**src/rtl/udp_recv.sv**
```systemverilog
// MII receive path: nibble-wide Ethernet frame parser.
// Stages: preamble/SFD, MAC header, IPv4 or ARP, UDP header, payload.
// Frames addressed to this station have their UDP payload nibbles written
// to a downstream FIFO. Each frame ends with an ok/err pulse, and valid ARP
// requests raise arp_req.
// Handshake: there is no back-pressure. fifo_wr is a one-cycle write strobe
// with fifo_data valid in the same cycle. The FIFO must accept every strobe.
module udp_recv #(
  parameter int MAX_LEN = 1472
) (
  input  logic        r_clk,
  input  logic        rst_n,
  input  logic        rx_dv,
  input  logic [3:0]  rx_data,
  input  logic [47:0] local_mac,
  input  logic [31:0] local_ip,
  input  logic [15:0] local_port,
  output logic [3:0]  fifo_data,
  output logic        fifo_wr,
  output logic [15:0] udp_len,
  output logic        frame_ok,
  output logic        frame_err,
  output logic        arp_req,
  output logic [47:0] arp_src_mac,
  output logic [31:0] arp_src_ip
);
  typedef enum logic [2:0] {SKIP, IDLE, PRE, MAC, IP, UDP, DATA, ARP} state_t;

  localparam logic [15:0] MAX_TOT = 16'(MAX_LEN + 8);
  // Bit-reflected form of the Ethernet residue 32'hC704DD7B, because the CRC
  // register below shifts right (LSB-first).
  localparam logic [31:0] CRC_RESIDUE = 32'hDEBB20E3;

  state_t      state, state_nx;
  logic [11:0] cnt;        // nibble index within the current state
  logic [3:0]  lo;         // previous nibble (low half of the byte being built)
  logic [39:0] sh;         // last five completed bytes, newest in [7:0]
  logic [15:0] csum;       // running one's-complement IP header sum
  logic [31:0] crc;
  logic [16:0] data_cnt;   // payload nibbles written so far
  logic [47:0] sha_q;
  logic [31:0] spa_q;

  logic        wr_nx, ok_nx, err_nx, arp_nx;
  logic [7:0]  cur_byte;
  logic [15:0] cur_word;
  logic [31:0] cur_dw;
  logic [47:0] cur_mac;
  logic [16:0] csum_add;
  logic [15:0] csum_nx;
  logic [31:0] crc_nx;
  logic [16:0] target;
  logic        crc_good;

  function automatic logic [31:0] crc_nibble(input logic [31:0] c, input logic [3:0] d);
    logic [31:0] r;
    r = c;
    for (int i = 0; i < 4; i++) begin
      if (r[0] ^ d[i]) r = (r >> 1) ^ 32'hEDB88320;
      else             r = r >> 1;
    end
    return r;
  endfunction

  // Field views ending with the nibble being sampled this cycle.
  assign cur_byte = {rx_data, lo};
  assign cur_word = {sh[7:0], cur_byte};
  assign cur_dw   = {sh[23:0], cur_byte};
  assign cur_mac  = {sh[39:0], cur_byte};
  assign csum_add = {1'b0, csum} + {1'b0, cur_word};
  assign csum_nx  = csum_add[15:0] + {15'd0, csum_add[16]};
  assign crc_nx   = crc_nibble(crc, rx_data);
  assign target   = {udp_len, 1'b0};
  assign crc_good = (crc == CRC_RESIDUE);

  // State register.
  always_ff @(posedge r_clk or negedge rst_n) begin
    if (!rst_n) state <= SKIP;
    else        state <= state_nx;
  end

  // Next-state logic, header filters and end-of-frame result decisions.
  always_comb begin
    state_nx = state;
    wr_nx    = 1'b0;
    ok_nx    = 1'b0;
    err_nx   = 1'b0;
    arp_nx   = 1'b0;
    if (!rx_dv) begin
      state_nx = IDLE;
      if (state == DATA) begin
        if (crc_good && data_cnt == target) ok_nx = 1'b1;
        else                                err_nx = 1'b1;
      end
      if (state == ARP && cnt >= 12'd56 && crc_good) arp_nx = 1'b1;
    end else begin
      case (state)
        SKIP: state_nx = SKIP;
        IDLE: state_nx = (rx_data == 4'h5) ? PRE : SKIP;
        PRE: begin
          if (rx_data == 4'hD && cnt >= 12'd6) state_nx = MAC;
          else if (rx_data != 4'h5)            state_nx = SKIP;
        end
        MAC: begin
          if (cnt == 12'd11 && cur_mac != local_mac && cur_mac != '1) state_nx = SKIP;
          if (cnt == 12'd27) begin
            if (cur_word == 16'h0800)      state_nx = IP;
            else if (cur_word == 16'h0806) state_nx = ARP;
            else                           state_nx = SKIP;
          end
        end
        IP: begin
          if (cnt == 12'd1 && cur_byte != 8'h45)  state_nx = SKIP;
          if (cnt == 12'd19 && cur_byte != 8'd17) state_nx = SKIP;
          if (cnt == 12'd39)
            state_nx = (cur_dw == local_ip && csum_nx == 16'hFFFF) ? UDP : SKIP;
        end
        UDP: begin
          if (cnt == 12'd7 && cur_word != local_port) state_nx = SKIP;
          if (cnt == 12'd11 && (cur_word < 16'd8 || cur_word > MAX_TOT)) state_nx = SKIP;
          if (cnt == 12'd15) state_nx = DATA;
        end
        DATA: wr_nx = (data_cnt != target);
        ARP: begin
          if (cnt == 12'd3  && cur_word != 16'h0001) state_nx = SKIP;
          if (cnt == 12'd7  && cur_word != 16'h0800) state_nx = SKIP;
          if (cnt == 12'd11 && cur_word != 16'h0604) state_nx = SKIP;
          if (cnt == 12'd15 && cur_word != 16'h0001) state_nx = SKIP;
          if (cnt == 12'd55 && cur_dw != local_ip)   state_nx = SKIP;
        end
        default: state_nx = SKIP;
      endcase
    end
  end

  // Datapath: counters, byte assembly, checksums, captures and registered outputs.
  always_ff @(posedge r_clk or negedge rst_n) begin
    if (!rst_n) begin
      cnt         <= '0;
      lo          <= '0;
      sh          <= '0;
      csum        <= '0;
      crc         <= '1;
      data_cnt    <= '0;
      sha_q       <= '0;
      spa_q       <= '0;
      fifo_data   <= '0;
      fifo_wr     <= 1'b0;
      udp_len     <= '0;
      frame_ok    <= 1'b0;
      frame_err   <= 1'b0;
      arp_req     <= 1'b0;
      arp_src_mac <= '0;
      arp_src_ip  <= '0;
    end else begin
      lo <= rx_data;
      if (cnt[0]) sh <= {sh[31:0], cur_byte};

      if (state_nx != state)  cnt <= '0;
      else if (cnt != '1)     cnt <= cnt + 12'd1;

      if (state != IP)                         csum <= '0;
      else if (rx_dv && cnt[1:0] == 2'b11)     csum <= csum_nx;

      // CRC restarts on the SFD and then covers every nibble, FCS included.
      if (state == PRE)                        crc <= '1;
      else if (rx_dv && state inside {MAC, IP, UDP, DATA, ARP}) crc <= crc_nx;

      if (state != DATA)  data_cnt <= '0;
      else if (wr_nx)     data_cnt <= data_cnt + 17'd1;

      if (rx_dv && state == UDP && cnt == 12'd15) udp_len <= sh[23:8] - 16'd8;

      if (rx_dv && state == ARP && cnt == 12'd27) sha_q <= cur_mac;
      if (rx_dv && state == ARP && cnt == 12'd35) spa_q <= cur_dw;

      fifo_wr <= wr_nx;
      if (wr_nx) fifo_data <= rx_data;
      frame_ok  <= ok_nx;
      frame_err <= err_nx;
      arp_req   <= arp_nx;
      if (arp_nx) begin
        arp_src_mac <= sha_q;
        arp_src_ip  <= spa_q;
      end
    end
  end
endmodule
```
**config.mk**
```make
export PLATFORM = sky130hd
export DESIGN_NAME = udp_recv
export DESIGN_NICKNAME = d
export VERILOG_FILES = /design/src/rtl/udp_recv.sv
export SDC_FILE = /design/constraint.sdc
export NUM_CORES = 1
export LEC_CHECK = 0
export CAP_MARGIN = 0
export CELL_PAD_IN_SITES_DETAIL_PLACEMENT = 2
export CELL_PAD_IN_SITES_GLOBAL_PLACEMENT = 2
export CORE_MARGIN = 1
export CORE_UTILIZATION = 25
export CTS_BUF_LIST = sky130_fd_sc_hd__clkbuf_8 sky130_fd_sc_hd__clkbuf_16
export DETAILED_ROUTE_END_ITERATION = 16
export GPL_ROUTABILITY_DRIVEN = 0
export PLACE_DENSITY = 0.59
export SYNTH_ARGS = -nofsm -noshare
export SYNTH_HDL_FRONTEND = slang
export SYNTH_SLANG_ARGS = --single-unit
export TNS_END_PERCENT = 1
```
**constraint.sdc**
```tcl
create_clock -name r_clk -period 9.1 [get_ports r_clk]
set_input_delay 1.82 -clock r_clk [delete_from_list [all_inputs] [get_ports r_clk]]
set_output_delay 1.82 -clock r_clk [all_outputs]
set_load 0.01 [all_outputs]
```
==> impl_results.md, run 1 <==
* TritonRoute pass-1 iters at 5
* Vias at 12401
* Vias in the first global route at 13789
* Critical path type: in2reg
* Largest net degree at the start of global routing at 137
* Max VDD drop at 0.0000955 V
* Die height at 253 um
* Total track usage at 18.4%
* Clock Skew at 0.0154 ns
* MaxCap Viol Count at 0
* Core area at 0.0619 mm^2
* LEAKAGE at 0.00883 uW
* Share of post-route cells with drive strength above 1 at 15.3%
* Top_reg_cell synth: dfrtp_1
* Final period utilization at 72.2%
* Seq/Total Area, Yosys at 49.2%
* # Post-CTS Setup Buffers at 0
* Post-synth EDFFs at 0
* Wirelength per Cell at 22.5 um
* Sinks on Clock Net at 308
* # IOs at 207
* Async set-reset flop share out of synthesis at 100%
* Die Wd at 253 um
* Post-Synthesis Cell Area at 0.0157 mm^2
* Yosys reg bits at 308
* Final Net Count at 1842
* Area Growth Syn to Fin at 26.9%
* Critical Path RT at 9.55 ns
* Post-CTS Hold Fix Bufs at 0
* Largest fanout on the critical path at 14
* Drt initial violations at 522
* Fmax achieved at 152 MHz
* CTS resizes at 0
* Port bufs at 206
* Critical path capture point type: flop
* Residual DRC at 0
* Top post-synthesis cells by area: dfrtp_1 44%, mux2_2 8.3%, nand2_1 7.8%
* Final WS setup at 2.53 ns
* Worst hold path class: reg2reg
* Synth top area share at 43.9%
* Final setup viols at 0
* YS warnings at 0
* Fin Setup TNS at 0 ns
* Power Dens Cells at 215 mW/mm^2
* Initial Util at 25.4%
* GRT overflow at 0
* Distinct cells, synth at 84
* Post-route minimum period at 6.57 ns
* CP arrival at 7.03 ns
* Post-Syn Nets at 1659
* Worst-margin pin slew at 1.27 ns
* Fin. max-slew vios at 0
* H-tree depth at 2
* Relative slew slack at 15.1%
* CTS Buf Count at 40
* Clk root buf: clkbuf_16
* Antenna violations before repair at 1
* First-pass GRT wire length at 88700 um
* Cell taking the most area after synthesis: dfrtp_1
* Clock Latency Late Sink at 0.56 ns
* DIE AREA at 0.0640 mm^2
* DP Worst Slack at 2.00 ns
* RSZ-0062 raised after global routing: false
* Mapped Cells at 1532
* Num rows at 91
* Post-route ant nets at 0
* Reg clk slew, reported paths at 0.06 ns
* Final hold vios at 0
* Crit path launch type: input pin
* Post-DR vias/cell at 4.80
* CTS tree: built
* Post-Syn Area per Cell at 10.3 um^2
* Longest Clk Path Bufs at 3
* Detailed placement HPWL at 41100 um
* Status: completed
* Routed WL at 58200 um
layer usage:
| metal | global-route usage, % | wire length (um) |
|---|---|---|
| met5 | 0 | 0 |
| met4 | 4.42 | 1010 |
| met3 | 2.29 | 2150 |
| met2 | 31.0 | 27900 |
| met1 | 24.9 | 27100 |
per-stage QoR:
step | area, um^2 | instances | hold slack (ns) | power, uW | util, %
after floorplan | 15700 | 1532 | 0.433 | 2290 | -
after global placement | 18700 | 2510 | 0.441 | 2710 | 30.1
after detailed placement | 18700 | 2510 | 0.458 | 2740 | 30.1
after CTS | 20000 | 2581 | 0.469 | 4360 | 32.2
after global routing | 20000 | 2582 | 0.489 | 4480 | 32.2
final | 20000 | 2583 | 0.458 | 4290 | 32.2
worst paths after layout:
check,slack (ns),depth (start not counted),start,to
max,2.53,19,rx_data[1],state[2]
max in group asynchronous,6.23,3,rst_n,udp_len[8]
min in group asynchronous,1.22,1,rst_n,csum[1]
max reg2reg,3.93,20,lo[1],state[2]
min,0.46,2,sha_q[46],arp_src_mac[46]
min reg2reg,0.46,2,sha_q[46],arp_src_mac[46]
worst max-delay path: stages:
cell,delay [ns]
clkdlybuf4s50_1,1.01
ha_1,0.67
nor2_1,0.18
nor2_1,0.09
o311a_1,0.17
o21ai_0,0.32
a21boi_0,0.16
o21a_1,0.18
o21ai_0,0.15
nand2b_1,0.09
ha_1,0.22
and3_1,0.22
and3b_1,0.22
nand4_1,0.16
or2_0,0.34
nand2_1,0.12
or4_1,0.49
nand4bb_1,0.21
o31ai_1,0.20
cells by family (layout without fill, tap and decap cells):
logic type	Yosys count	count (layout)	synth area share (%)
AO/OA/AOI/OAI	159	159	7.30
XOR/XNOR	200	200	11.2
adder cells (fa/ha/maj)	24	24	1.96
buffers and inverters	109	321	3.14
flip-flops	308	308	49.2
multiplexers	120	120	8.55
other	0	2	0
AND/OR/NAND/NOR	612	612	18.7
synth_stat cells (all sizes together), types with 3 or more instances:
cell	n
inv	16
o22a	32
a2111oi	3
a311oi	4
nand2b	9
clkbuf	66
and2	8
nor4bb	4
nor3	21
o21ai	48
nor2b	8
a22o	4
or3	14
dfstp	32
a31oi	4
o31ai	5
xor2	100
a21boi	3
nor2	61
xnor2	100
or2	7
or4	7
nor4	41
a21oi	17
o21a	5
ha	23
nor3b	4
nand4b	4
nand4	40
nand2	329
and3	13
dfrtp	276
a211oi	3
buf	25
mux2	116
mux2i	4
a21o	9
nand3	29
nor4b	3
sequential cells by signal, indices dropped and copies added, names as in the netlist, 12 cells and up:
register     flops
csum            16
arp_src_ip      32
data_cnt        17
arp_src_mac     48
sh              40
sha_q           48
crc             32
cnt             12
udp_len         16
spa_q           32
power by group:
| group | switching, uW | internal [uW] | total, uW |
|---|---|---|---|
| combinational | 463 | 414 | 877 |
| sequential | 295 | 1530 | 1830 |
| clock | 626 | 958 | 1580 |
| total | 1380 | 2910 | 4290 |
placed cells by master (no fill, tap or decap), types with 9 or more instances in the layout:
cell and n:
nand2_1 329, dfrtp_1 275, clkdlybuf4s50_1 205, mux2_2 116, xnor2_1 100, xor2_1 99, nor2_1 61, o21ai_0 46
clkbuf_16 41, nand4_1 40, nor4_1 38, o22a_1 32, dfstp_2 32, inv_1 27, nand3_1 27, buf_4 26
ha_1 23, nor3_1 18, a21oi_1 17, and3_1 13, or3_1 13, nand2b_1 9, a21o_1 9
area by class of cell:
cell class | count | area [um^2]
sequential | 308 | 7750
clock buffer | 48 | 1120
antenna | 2 | 5.00
clock inverter | 23 | 189
inverter | 17 | 63.8
multi-input combinational | 1115 | 7510
fill | 6713 | 42000
timing repair buffer | 233 | 2280
tap | 837 | 1050
No activity file was read; power rests on OpenSTA's default activity.
==> run 2, diff against run 1 <==
--- a/config.mk
+++ b/config.mk
@@ -13,7 +13,7 @@
 export CTS_BUF_LIST = sky130_fd_sc_hd__clkbuf_8 sky130_fd_sc_hd__clkbuf_16
 export DETAILED_ROUTE_END_ITERATION = 16
 export GPL_ROUTABILITY_DRIVEN = 0
-export PLACE_DENSITY = 0.59
+export PLACE_DENSITY = 0.61
 export SYNTH_ARGS = -nofsm -noshare
 export SYNTH_HDL_FRONTEND = slang
 export SYNTH_SLANG_ARGS = --single-unit
==> constraint.sdc (replaced) <==
create_clock -name r_clk -period 5.5 [get_ports r_clk]
set_input_delay 1.1 -clock r_clk [delete_from_list [all_inputs] [get_ports r_clk]]
set_output_delay 1.1 -clock r_clk [all_outputs]
set_load 0.01 [all_outputs]
==> run 2 against run 1 <==
Compared with the run above:
- critical path type unchanged
- combinational power up 64%
- cell count up 0.19%
- highest routed layer is now met5
- largest power group unchanged
- non-clock buffer count up 13
- sequential cell count unchanged
==> impl_results.md, run 2 (same netlist as run 1, synthesis figures left out) <==
* Power Dens Cells at 349 mW/mm^2
* Vias at 12452
* Post-route minimum period at 5.09 ns
* Post-route ant nets at 0
* # Post-CTS Setup Buffers at 0
* Total track usage at 18.3%
* Hold_sp: sha_q[46]
* Clock Skew at 0.0242 ns
* Final Net Count at 1854
* Die height at 253 um
* Fillcell total at 6705
* CTS resizes at 0
* Relative slew slack at 15.3%
* Vias in the first global route at 13890
* Drt initial violations at 632
* Reg2Reg Setup Slack at 0.62 ns
* Critical path capture point type: flop
* Longest Clk Path Bufs at 3
* MaxCap Viol Count at 0
* Hold WS at 0.465 ns
* Fmax achieved at 197 MHz
* Hold Path Cell Cnt at 2
* Initial Util at 25.4%
* LEAKAGE at 0.00884 uW
* Final setup viols at 0
* Commonest non-fill, non-tap cell in the layout: nand2_1
* RR Endpoint: state[2]
* Crit path launch type: input pin
* CTS tree: built
* Num rows at 91
* TritonRoute pass-1 iters at 4
* Most frequent cells in the layout: 329 x nand2_1, 275 x dfrtp_1, 205 x clkdlybuf4s50_1
* Worst hold path class: reg2reg
* Post-DR vias/cell at 4.81
* Routed WL at 58600 um
* Hold endpoint: arp_src_mac[46]
* Largest fanout on the critical path at 5
* Final period utilization at 92.5%
* Fin Setup TNS at 0 ns
* Max VDD drop at 0.000215 V
* # IOs at 207
* Critical Path RT at 5.95 ns
* Largest net degree at the start of global routing at 129
* Area Growth Syn to Fin at 27.1%
* GRT overflow at 0
* CTS Buf Count at 39
* Fin cells at 2588
* Final hold vios at 0
* Placed cells at 2523
* Share of post-route cells with drive strength above 1 at 15.8%
* Largest registers: arp_src_mac x48, sha_q x48, sh x40
* Status: completed
* Sinks on Clock Net at 308
* Fin. max-slew vios at 0
* Clock Latency Late Sink at 0.57 ns
* Die Wd at 253 um
* DIE AREA at 0.0640 mm^2
* Post-CTS Hold Fix Bufs at 0
* CP arrival at 5.54 ns
* Antenna violations before repair at 3
* Reg clk slew, reported paths at 0.05 ns
* Clk root buf: clkbuf_16
* Worst-margin pin slew at 1.27 ns
* Detailed placement HPWL at 40900 um
* Wirelength per Cell at 22.6 um
* R2r startpoint: csum[0]
* Critical path type: in2reg
* H-tree depth at 2
* Residual DRC at 0
* RSZ-0062 raised after global routing: false
* Worst R2R Path Depth at 21
* Core area at 0.0619 mm^2
* First-pass GRT wire length at 88300 um
* Port bufs at 206
run 2: changes by cell type in the layout (fill, tap and decap cells not counted), moves of 2 or more:
cell | before | now
buf_12 | 1 | 3
buf_4 | 26 | 37
clkbuf_8 | 7 | 5
clkinv_2 | 4 | 6
inv_1 | 27 | 23
run 2: routing by layer:
| metal | track usage [%] | vias up | wire [um] |
|---|---|---|---|
| li1 | - | 5650 | - |
| met1 | 24.8 | 6466 | 26600 |
| met2 | 30.8 | 262 | 28300 |
| met3 | 2.60 | 72 | 2670 |
| met4 | 4.17 | 2 | 1040 |
| met5 | 0 | - | 11 |
run 2: layout make-up:
type / instances / area [um^2] / share of cell area (%)
timing repair buffer: 246 / 2400 / 12.0
multi-input combinational: 1115 / 7510 / 37.6
clock inverter: 19 / 155 / 0.776
inverter: 17 / 65.1 / 0.325
antenna: 1 / 2.50 / 0.0125
tap: 837 / 1050 / 5.23
sequential: 308 / 7750 / 38.7
clock buffer: 45 / 1070 / 5.35
run 2: metrics by stage:
| stage | cell area (um^2) | total power [uW] | utilization, % | setup slack (ns) |
|---|---|---|---|---|
| final | 20000 | 6980 | 32.3 | 0.412 |
| after CTS | 20000 | 7090 | 32.3 | 0.450 |
| after floorplan | 15700 | 3790 | - | 0.765 |
| after detailed placement | 18800 | 4550 | 30.3 | -0.125 |
| after global placement | 18800 | 4500 | 30.3 | 0.0796 |
| after global routing | 20000 | 7300 | 32.3 | 0.0381 |
run 2: critical path: stages:
cell and delay (ns):
clkdlybuf4s50_1 0.45, ha_1 0.42, nand3_1 0.15, nor2_1 0.19, o311a_1 0.26, o21ai_0 0.15
a21boi_0 0.21, o21a_1 0.13, o21ai_0 0.07, nand2b_1 0.13, ha_1 0.18, and3_1 0.24
and3b_1 0.24, nand4_1 0.20, or2_0 0.30, buf_4 0.17, nor4_1 0.36, xnor2_1 0.13
nand4bb_1 0.22, o31ai_1 0.22
run 2: power by group:
group,leakage (uW),internal [uW],switching (uW)
logic,0.00412,690,748
registers,0.00409,2540,516
clock network,0.000631,1470,1010
total,0.00884,4700,2270
run 2: worst max path at each step:
stage / start / end / slack (ns) / cells after the start
6_report: rx_data[3] / state[2] / 0.41 / 20
5_1_grt: rx_data[3] / state[2] / 0.04 / 20
4_1_cts: rx_data[3] / state[2] / 0.45 / 20
3_5_place_dp: rx_data[3] / state[2] / -0.13 / 20
3_3_place_gp: rx_data[0] / state[2] / 0.08 / 18
2_1_floorplan: rx_data[0] / state[2] / 0.76 / 19
